### src/rtl/rob_tag_alloc_pkg.sv
// Shared ROB tag types, sizes and allocator FSM encoding.
// No logic, no latency.
// No flow control; types only.
package rob_tag_alloc_pkg;

    // Tag width matches the ROB Rd_tag width; one tag per ROB entry.
    localparam int ROB_TAG_W = 5;
    localparam int ROB_DEPTH = 1 << ROB_TAG_W;

    typedef logic [ROB_TAG_W-1:0] rob_tag_t;
    typedef logic [ROB_TAG_W:0]   rob_cnt_t;

    // Free_count value meaning "every tag is free".
    localparam rob_cnt_t ROB_FULL_CNT = rob_cnt_t'(ROB_DEPTH);

    // The allocator only ever leaves INIT once per reset.
    typedef enum logic {
        ST_INIT = 1'b0,
        ST_RUN  = 1'b1
    } alloc_state_e;

    // Pointer advance; wraps silently because DEPTH is a power of two.
    function automatic rob_tag_t tag_inc(input rob_tag_t t);
        return t + 1'b1;
    endfunction

endpackage

### src/rtl/rob_tag_alloc_if.sv
// Dispatch/retire/flush bundle between the pipeline and the ROB tag allocator.
// No logic, no latency.
// Alloc_req is qualified by Alloc_tag_valid; a retire into a full list is flagged, not held.
interface rob_tag_alloc_if;
    import rob_tag_alloc_pkg::*;

    // Dispatch side
    logic     Alloc_req;
    rob_tag_t Alloc_tag;
    logic     Alloc_tag_valid;

    // Retire side
    rob_tag_t Retire_rd_tag;
    logic     Retire_valid;

    // Branch mispredict recovery
    logic     Flush;

    // Status
    rob_cnt_t Free_count;
    logic     Init_done;
    logic     Ret_error;

    // Pipeline side: requests tags, returns them, flushes.
    modport master (
        output Alloc_req,
        output Retire_rd_tag,
        output Retire_valid,
        output Flush,
        input  Alloc_tag,
        input  Alloc_tag_valid,
        input  Free_count,
        input  Init_done,
        input  Ret_error
    );

    // Allocator side.
    modport slave (
        input  Alloc_req,
        input  Retire_rd_tag,
        input  Retire_valid,
        input  Flush,
        output Alloc_tag,
        output Alloc_tag_valid,
        output Free_count,
        output Init_done,
        output Ret_error
    );

endinterface

### src/rtl/rob_tag_alloc_tag_fifo_mem.sv
// DEPTH x TAG_W tag storage for the free list: one synchronous write port, one async read port.
// Write lands on the rising edge; read data follows rd_addr combinationally (0 cycles).
// No backpressure; the owner guarantees writes only target free slots.
module tag_fifo_mem #(
    parameter int TAG_W = 5,
    parameter int DEPTH = 32
) (
    input  logic                     clock,
    input  logic                     wr_en,
    input  logic [$clog2(DEPTH)-1:0] wr_addr,
    input  logic [TAG_W-1:0]         wr_dat,
    input  logic [$clog2(DEPTH)-1:0] rd_addr,
    output logic [TAG_W-1:0]         rd_dat
);

    logic [TAG_W-1:0] mem_q [DEPTH];

    // Storage is not reset; the allocator's INIT phase fills every entry.
    always_ff @(posedge clock) begin
        if (wr_en) begin
            mem_q[wr_addr] <= wr_dat;
        end
    end

    assign rd_dat = mem_q[rd_addr];

endmodule

### src/rtl/rob_tag_alloc.sv
// FIFO free-list allocator for ROB tags: hands out tags at dispatch, takes them back at retire.
// Head tag is combinational from the read pointer; a taken tag is replaced by the next one after 1 cycle.
// Alloc_tag_valid drops when the list is empty; a retire into a full list is dropped and sets Ret_error.
module rob_tag_alloc
    import rob_tag_alloc_pkg::*;
(
    input  logic             clock,
    input  logic             reset,
    rob_tag_alloc_if.slave   alloc_if
);

    alloc_state_e state_q, state_d;
    rob_tag_t     rd_ptr_q, rd_ptr_d;
    rob_tag_t     wr_ptr_q, wr_ptr_d;
    rob_tag_t     init_cnt_q, init_cnt_d;
    rob_cnt_t     free_cnt_q, free_cnt_d;
    logic         ret_error_q, ret_error_d;

    logic         mem_wr_en;
    rob_tag_t     mem_wr_addr;
    rob_tag_t     mem_wr_dat;
    rob_tag_t     head_tag;

    logic         run;
    logic         tag_vld;
    logic         list_full;
    logic         pop;
    logic         push;

    assign run       = (state_q == ST_RUN);
    assign tag_vld   = run && (free_cnt_q != '0);
    assign list_full = (free_cnt_q == ROB_FULL_CNT);

    // Flush overrides both handshakes for the cycle it is asserted.
    assign pop  = run && !alloc_if.Flush && alloc_if.Alloc_req && tag_vld;
    assign push = run && !alloc_if.Flush && alloc_if.Retire_valid && !list_full;

    tag_fifo_mem #(
        .TAG_W (ROB_TAG_W),
        .DEPTH (ROB_DEPTH)
    ) u_mem (
        .clock   (clock),
        .wr_en   (mem_wr_en),
        .wr_addr (mem_wr_addr),
        .wr_dat  (mem_wr_dat),
        .rd_addr (rd_ptr_q),
        .rd_dat  (head_tag)
    );

    // Next-state logic: INIT fills the list with tags 0..DEPTH-1, RUN services alloc/retire/flush.
    always_comb begin
        state_d     = state_q;
        rd_ptr_d    = rd_ptr_q;
        wr_ptr_d    = wr_ptr_q;
        init_cnt_d  = init_cnt_q;
        free_cnt_d  = free_cnt_q;
        ret_error_d = ret_error_q;
        mem_wr_en   = 1'b0;
        mem_wr_addr = wr_ptr_q;
        mem_wr_dat  = alloc_if.Retire_rd_tag;

        case (state_q)
            ST_INIT: begin
                // One entry per cycle; the list is full when init_cnt wraps back to 0,
                // which also leaves rd_ptr == wr_ptr == 0.
                mem_wr_en   = 1'b1;
                mem_wr_addr = init_cnt_q;
                mem_wr_dat  = init_cnt_q;
                init_cnt_d  = tag_inc(init_cnt_q);
                free_cnt_d  = free_cnt_q + 1'b1;
                if (init_cnt_q == rob_tag_t'(ROB_DEPTH - 1)) begin
                    state_d = ST_RUN;
                end
            end

            ST_RUN: begin
                if (alloc_if.Flush) begin
                    // Allocation and retirement are both in program order, so the
                    // in-flight tags still sit in mem[wr_ptr .. rd_ptr-1]. Moving
                    // wr_ptr up to rd_ptr re-frees them without rewriting storage.
                    wr_ptr_d   = rd_ptr_q;
                    free_cnt_d = ROB_FULL_CNT;
                end else begin
                    if (pop) begin
                        rd_ptr_d = tag_inc(rd_ptr_q);
                    end
                    if (push) begin
                        mem_wr_en = 1'b1;
                        wr_ptr_d  = tag_inc(wr_ptr_q);
                    end
                    if (pop && !push) begin
                        free_cnt_d = free_cnt_q - 1'b1;
                    end else if (push && !pop) begin
                        free_cnt_d = free_cnt_q + 1'b1;
                    end
                    // More tags returned than exist: upstream bug, keep it visible.
                    if (alloc_if.Retire_valid && list_full) begin
                        ret_error_d = 1'b1;
                    end
                end
            end

            default: begin
                state_d = ST_INIT;
            end
        endcase
    end

    // State register: synchronous reset restarts the INIT fill from scratch.
    always_ff @(posedge clock) begin
        if (reset) begin
            state_q     <= ST_INIT;
            rd_ptr_q    <= '0;
            wr_ptr_q    <= '0;
            init_cnt_q  <= '0;
            free_cnt_q  <= '0;
            ret_error_q <= 1'b0;
        end else begin
            state_q     <= state_d;
            rd_ptr_q    <= rd_ptr_d;
            wr_ptr_q    <= wr_ptr_d;
            init_cnt_q  <= init_cnt_d;
            free_cnt_q  <= free_cnt_d;
            ret_error_q <= ret_error_d;
        end
    end

    assign alloc_if.Alloc_tag       = head_tag;
    assign alloc_if.Alloc_tag_valid = tag_vld;
    assign alloc_if.Free_count      = free_cnt_q;
    assign alloc_if.Init_done       = run;
    assign alloc_if.Ret_error       = ret_error_q;

endmodule
### src/flat_wrapper.sv
// flat-port wrapper written by rule: the top's interface ports become plain ports
module rob_tag_alloc_flat import rob_tag_alloc_pkg::*;
  (clock, reset, alloc_if_Alloc_req, alloc_if_Retire_rd_tag, alloc_if_Retire_valid, alloc_if_Flush, alloc_if_Alloc_tag, alloc_if_Alloc_tag_valid, alloc_if_Free_count, alloc_if_Init_done, alloc_if_Ret_error);
  rob_tag_alloc_if alloc_if_i ();
  input  logic clock;
  input  logic reset;
  input wire logic [$bits(alloc_if_i.Alloc_req)-1:0] alloc_if_Alloc_req;
  input wire logic [$bits(alloc_if_i.Retire_rd_tag)-1:0] alloc_if_Retire_rd_tag;
  input wire logic [$bits(alloc_if_i.Retire_valid)-1:0] alloc_if_Retire_valid;
  input wire logic [$bits(alloc_if_i.Flush)-1:0] alloc_if_Flush;
  output wire logic [$bits(alloc_if_i.Alloc_tag)-1:0] alloc_if_Alloc_tag;
  output wire logic [$bits(alloc_if_i.Alloc_tag_valid)-1:0] alloc_if_Alloc_tag_valid;
  output wire logic [$bits(alloc_if_i.Free_count)-1:0] alloc_if_Free_count;
  output wire logic [$bits(alloc_if_i.Init_done)-1:0] alloc_if_Init_done;
  output wire logic [$bits(alloc_if_i.Ret_error)-1:0] alloc_if_Ret_error;
  assign alloc_if_i.Alloc_req = alloc_if_Alloc_req;
  assign alloc_if_i.Retire_rd_tag = alloc_if_Retire_rd_tag;
  assign alloc_if_i.Retire_valid = alloc_if_Retire_valid;
  assign alloc_if_i.Flush = alloc_if_Flush;
  assign alloc_if_Alloc_tag = alloc_if_i.Alloc_tag;
  assign alloc_if_Alloc_tag_valid = alloc_if_i.Alloc_tag_valid;
  assign alloc_if_Free_count = alloc_if_i.Free_count;
  assign alloc_if_Init_done = alloc_if_i.Init_done;
  assign alloc_if_Ret_error = alloc_if_i.Ret_error;
  rob_tag_alloc u_core (.clock(clock), .reset(reset), .alloc_if(alloc_if_i));
endmodule
### config.mk
export PLATFORM = sky130hd
export DESIGN_NAME = rob_tag_alloc_flat
export DESIGN_NICKNAME = d
export VERILOG_FILES = /design/src/rtl/rob_tag_alloc_pkg.sv /design/src/rtl/rob_tag_alloc_if.sv /design/src/rtl/rob_tag_alloc_tag_fifo_mem.sv /design/src/rtl/rob_tag_alloc.sv /design/src/flat_wrapper.sv
export SDC_FILE = /design/constraint.sdc
export NUM_CORES = 1
export LEC_CHECK = 0
export CAP_MARGIN = 20
export CORE_ASPECT_RATIO = 0.6
export CORE_MARGIN = 2
export CORE_UTILIZATION = 65
export CTS_CLUSTER_DIAMETER = 100
export DETAILED_ROUTE_END_ITERATION = 16
export HOLD_SLACK_MARGIN = 0.08
export PLACE_DENSITY = 0.94
export SYNTH_ARGS = -nofsm -noshare
export SYNTH_HDL_FRONTEND = slang
export SYNTH_SLANG_ARGS = --single-unit
### constraint.sdc
create_clock -name clock -period 4.4 [get_ports clock]
set_input_delay 0.66 -clock clock [delete_from_list [all_inputs] [get_ports clock]]
set_output_delay 0.66 -clock clock [all_outputs]
set_load 0.03 [all_outputs]
==> results.toml <==
[setup_path]
cp.buffers_inverters = 2
crit_path_end_kind = "output pin"
startpoint_type = "register"
crit_path_max_fanout = 22
cp_cell_sequence = "buf_4, mux4_2, mux4_2, mux2_2, clkdlybuf4s50_1"
worstPathArrival_ns = 3.27
cp_top_family = "multiplexers"
required_ns = 3.74
reg2reg_slack_ns = 1.32
crit_top_cell = "mux4_2"
critPathMaxStageDelay_ns = 0.62
worstSetupPathType = "reg2out"
crit_slowest_cell = "mux4_2"

[layout]
area_delta_synth_final_pct = 12.15
drive_above_1_share_pct = 20.12
num-fill-cells = 696
postLayoutCoreUtil_pct = 74.27
final_common_cell = "edfxtp_1"
final_cell_mix = "160 x edfxtp_1, 60 x nor2_1, 50 x mux4_2"
num_antenna_cells = 0
num-nets-final = 521

[yosys]
synth_area_per_cell_sq_um = 16.38
synthArstFlopShare_pct = 0
ys_warn_count = 0
yosysUniqueCellTypes = 50
synth_area_leader_cell = "edfxtp_1"
synth_top_area_share_pct = 60.73
ys_seq_elements = 188
synth_area_sq_mm = 0.007911
synthCells = 483
synth_nets = 500
synth_edf_count = 160
synthFlopType = "edfxtp_1"
ys_top_cells_by_area = "edfxtp_1 61%, mux4_2 14%, dfxtp_1 7.1%"
synth.yosys.seq_area_share_pct = 67.82

[global_routing]
grt-ovfl-total = 0
antenna_found_initial = 0
grt_first_pass_wirelength_mm = 27.18
grt_usage_pct = 29.24
grt_pass1_vias = 4470
grt_max_degree = 41

[power]
cellLeakagePower_nw = 2.842
p_int_mw = 2.789
irDropWorstVdd_mv = 0.3224
power_switching_mw = 0.8721
combPwrFrac_pct = 5.6
p_clk_share_pct = 40.4
seqPwrFrac_pct = 54.0
netSwitchingFraction_pct = 23.82
p_per_area_mw_per_mm2 = 412.7

[routing]
wl_mm = 18.31
via_per_inst = 6.965
drcViolationCount = 0
drt_iter0_drc = 665
drt_first_pass_iters = 5
vias = 4750
wl_per_cell_microns = 26.84
antenna_left = 0

[sta]
fin_crit_ns = 3.934
fin_ws_ns = 0.4662
report.final.slew_viol_count = 0
max_slew_margin_pct = 27.27
clock.fmax_mhz = 254.2
finClkSkew_ns = 0.006930
rsz0062_at_grt = "false"
fin_crit_sh_pct = 89.40
setup_viol = 0
hold_viol_final = 0
tightest_slew_ns = 1.091
finalSetupTns_ns = 0

[clock_tree]
ctsHtreeMaxLevel = 4
cts-buffers-inserted = 17
clk_pin_slew_worst_paths_ns = 0.07
cts_setup_buffers = 0
clk_path_buf_depth = 2
root_buffer = "clkbuf_16"
insertion_delay_ns = 0.43
ctsHoldBuffers = 0
clock_sinks = 188
cts_resized = 0
cts_tree = "done"

[place]
pre_cts_slack_ns = 0.9180
gp_congestion = 0.8751
dpl.hpwl_mm = 11.26
io_buffers = 23

[outcome]
status = "complete, no violations"

[floorplan]
die_w_microns = 146.4
die-height_microns = 89.46
core_sq_mm = 0.01195
design.portCount = 24
row_count = 31
initial_utilization_pct = 66.22
dieArea_sq_mm = 0.01310

[hold_path]
min-delay-path-class = "reg2reg"

[flow_run]
cap_violations = 0
==> stage by stage <==
step | hold WS (ns) | cell area (sq um) | instances | total power [mW]
after floorplan | 0.4652 | 7911 | 483 | 2.139
after global placement | 0.4612 | 8273 | 648 | 2.198
after detailed placement | 0.4673 | 8273 | 648 | 2.210
after CTS | 0.4842 | 8842 | 680 | 3.666
after global routing | 0.5241 | 8872 | 682 | 3.745
final | 0.4862 | 8872 | 682 | 3.661
==> Yosys cell counts, types with 2 or more instances <==
cell      instances
o21a_1            3
a211oi_2          2
o21ai_0           8
mux4_2           50
buf_1             2
a22o_1            2
o31ai_1           2
a21oi_1          10
nor2b_1           5
xor2_1            5
buf_2             7
clkbuf_1         19
nand2b_1          5
ha_1              7
nor3_1            5
nand3_1          11
o32ai_1           3
inv_1             6
dfxtp_1          28
mux2i_1          10
nor2_1           60
xnor2_1           4
a21o_1            2
and3_1            2
a31oi_1           6
edfxtp_1        160
nand4_1           2
nand2_1          28
o211ai_1          3
or2_2             2
mux2_2            5
==> area by class of cell <==
| cell class | count | area [sq um] | share of cell area, % |
|---|---|---|---|
| clock inverters | 15 | 143.9 | 1.622 |
| flip-flops and latches | 188 | 5366 | 60.49 |
| multi-input cells | 259 | 2399 | 27.03 |
| well taps | 165 | 206.4 | 2.327 |
| repair buffers | 31 | 305.3 | 3.441 |
| inverters | 7 | 26.28 | 0.2962 |
| clock buffers | 17 | 425.4 | 4.795 |
==> cells by family (layout without fill, tap and decap cells) <==
logic type                 count (synthesis)  after routing  share of synthesized area (%)
DFF                                      188            188                          67.82
and+or+nand+nor                          127            127                          7.275
muxes                                     65             65                          16.21
AOI/OAI and AO/OA                         51             51                          4.682
buffers and inverters                     36             70                          1.914
xor gates and xnor gates                   9              9                         0.9963
adders and majority gates                  7              7                          1.107
==> worst paths after layout <==
kind | startpoint | endpoint | cells past startpoint
max | register | alloc_if_Alloc_tag[2] | 5
max reg2reg | u_core.alloc_if.Free_count[0] | u_core.u_mem.mem_q[28][1] | 7
min | u_core.alloc_if.Ret_error | u_core.alloc_if.Ret_error | 2
min reg2reg | u_core.alloc_if.Ret_error | u_core.alloc_if.Ret_error | 2
==> power groups by stage <==
stage | logic [mW] | clock network (mW) | registers (mW)
6_report | 0.207 | 1.48 | 1.98
3_5_place_dp | 0.198 | 0 | 2.01
2_1_floorplan | 0.129 | 0 | 2.01
5_1_grt | 0.217 | 1.55 | 1.98
3_3_place_gp | 0.188 | 0 | 2.01
4_1_cts | 0.202 | 1.49 | 1.97
==> worst register-to-register path, stage by stage, from the launching register on <==
cell	delay [ns]
dfxtp_1	0.52
inv_1	0.11
ha_1	0.25
or4b_1	0.32
nor2_1	0.14
o32ai_1	0.39
nand2_1	0.37
nor2_1	0.62
==> layer usage <==
layer	wire [microns]	GRT usage, %
met4	532	9.532
met5	0	0
met2	8360	45.20
met3	2280	7.449
met1	7131	42.13
==> state kept, by name (all words and copies together) (netlist names), named ones only <==
name and cells:
u_core.u_mem.mem_q 160, u_core.alloc_if.Free_count 6, u_core.init_cnt_q 5, u_core.rd_ptr_q 5, u_core.wr_ptr_q 5, u_core.alloc_if.Init_done 1, u_core.alloc_if.Ret_error 1
(Power assumes the default switching activity.)
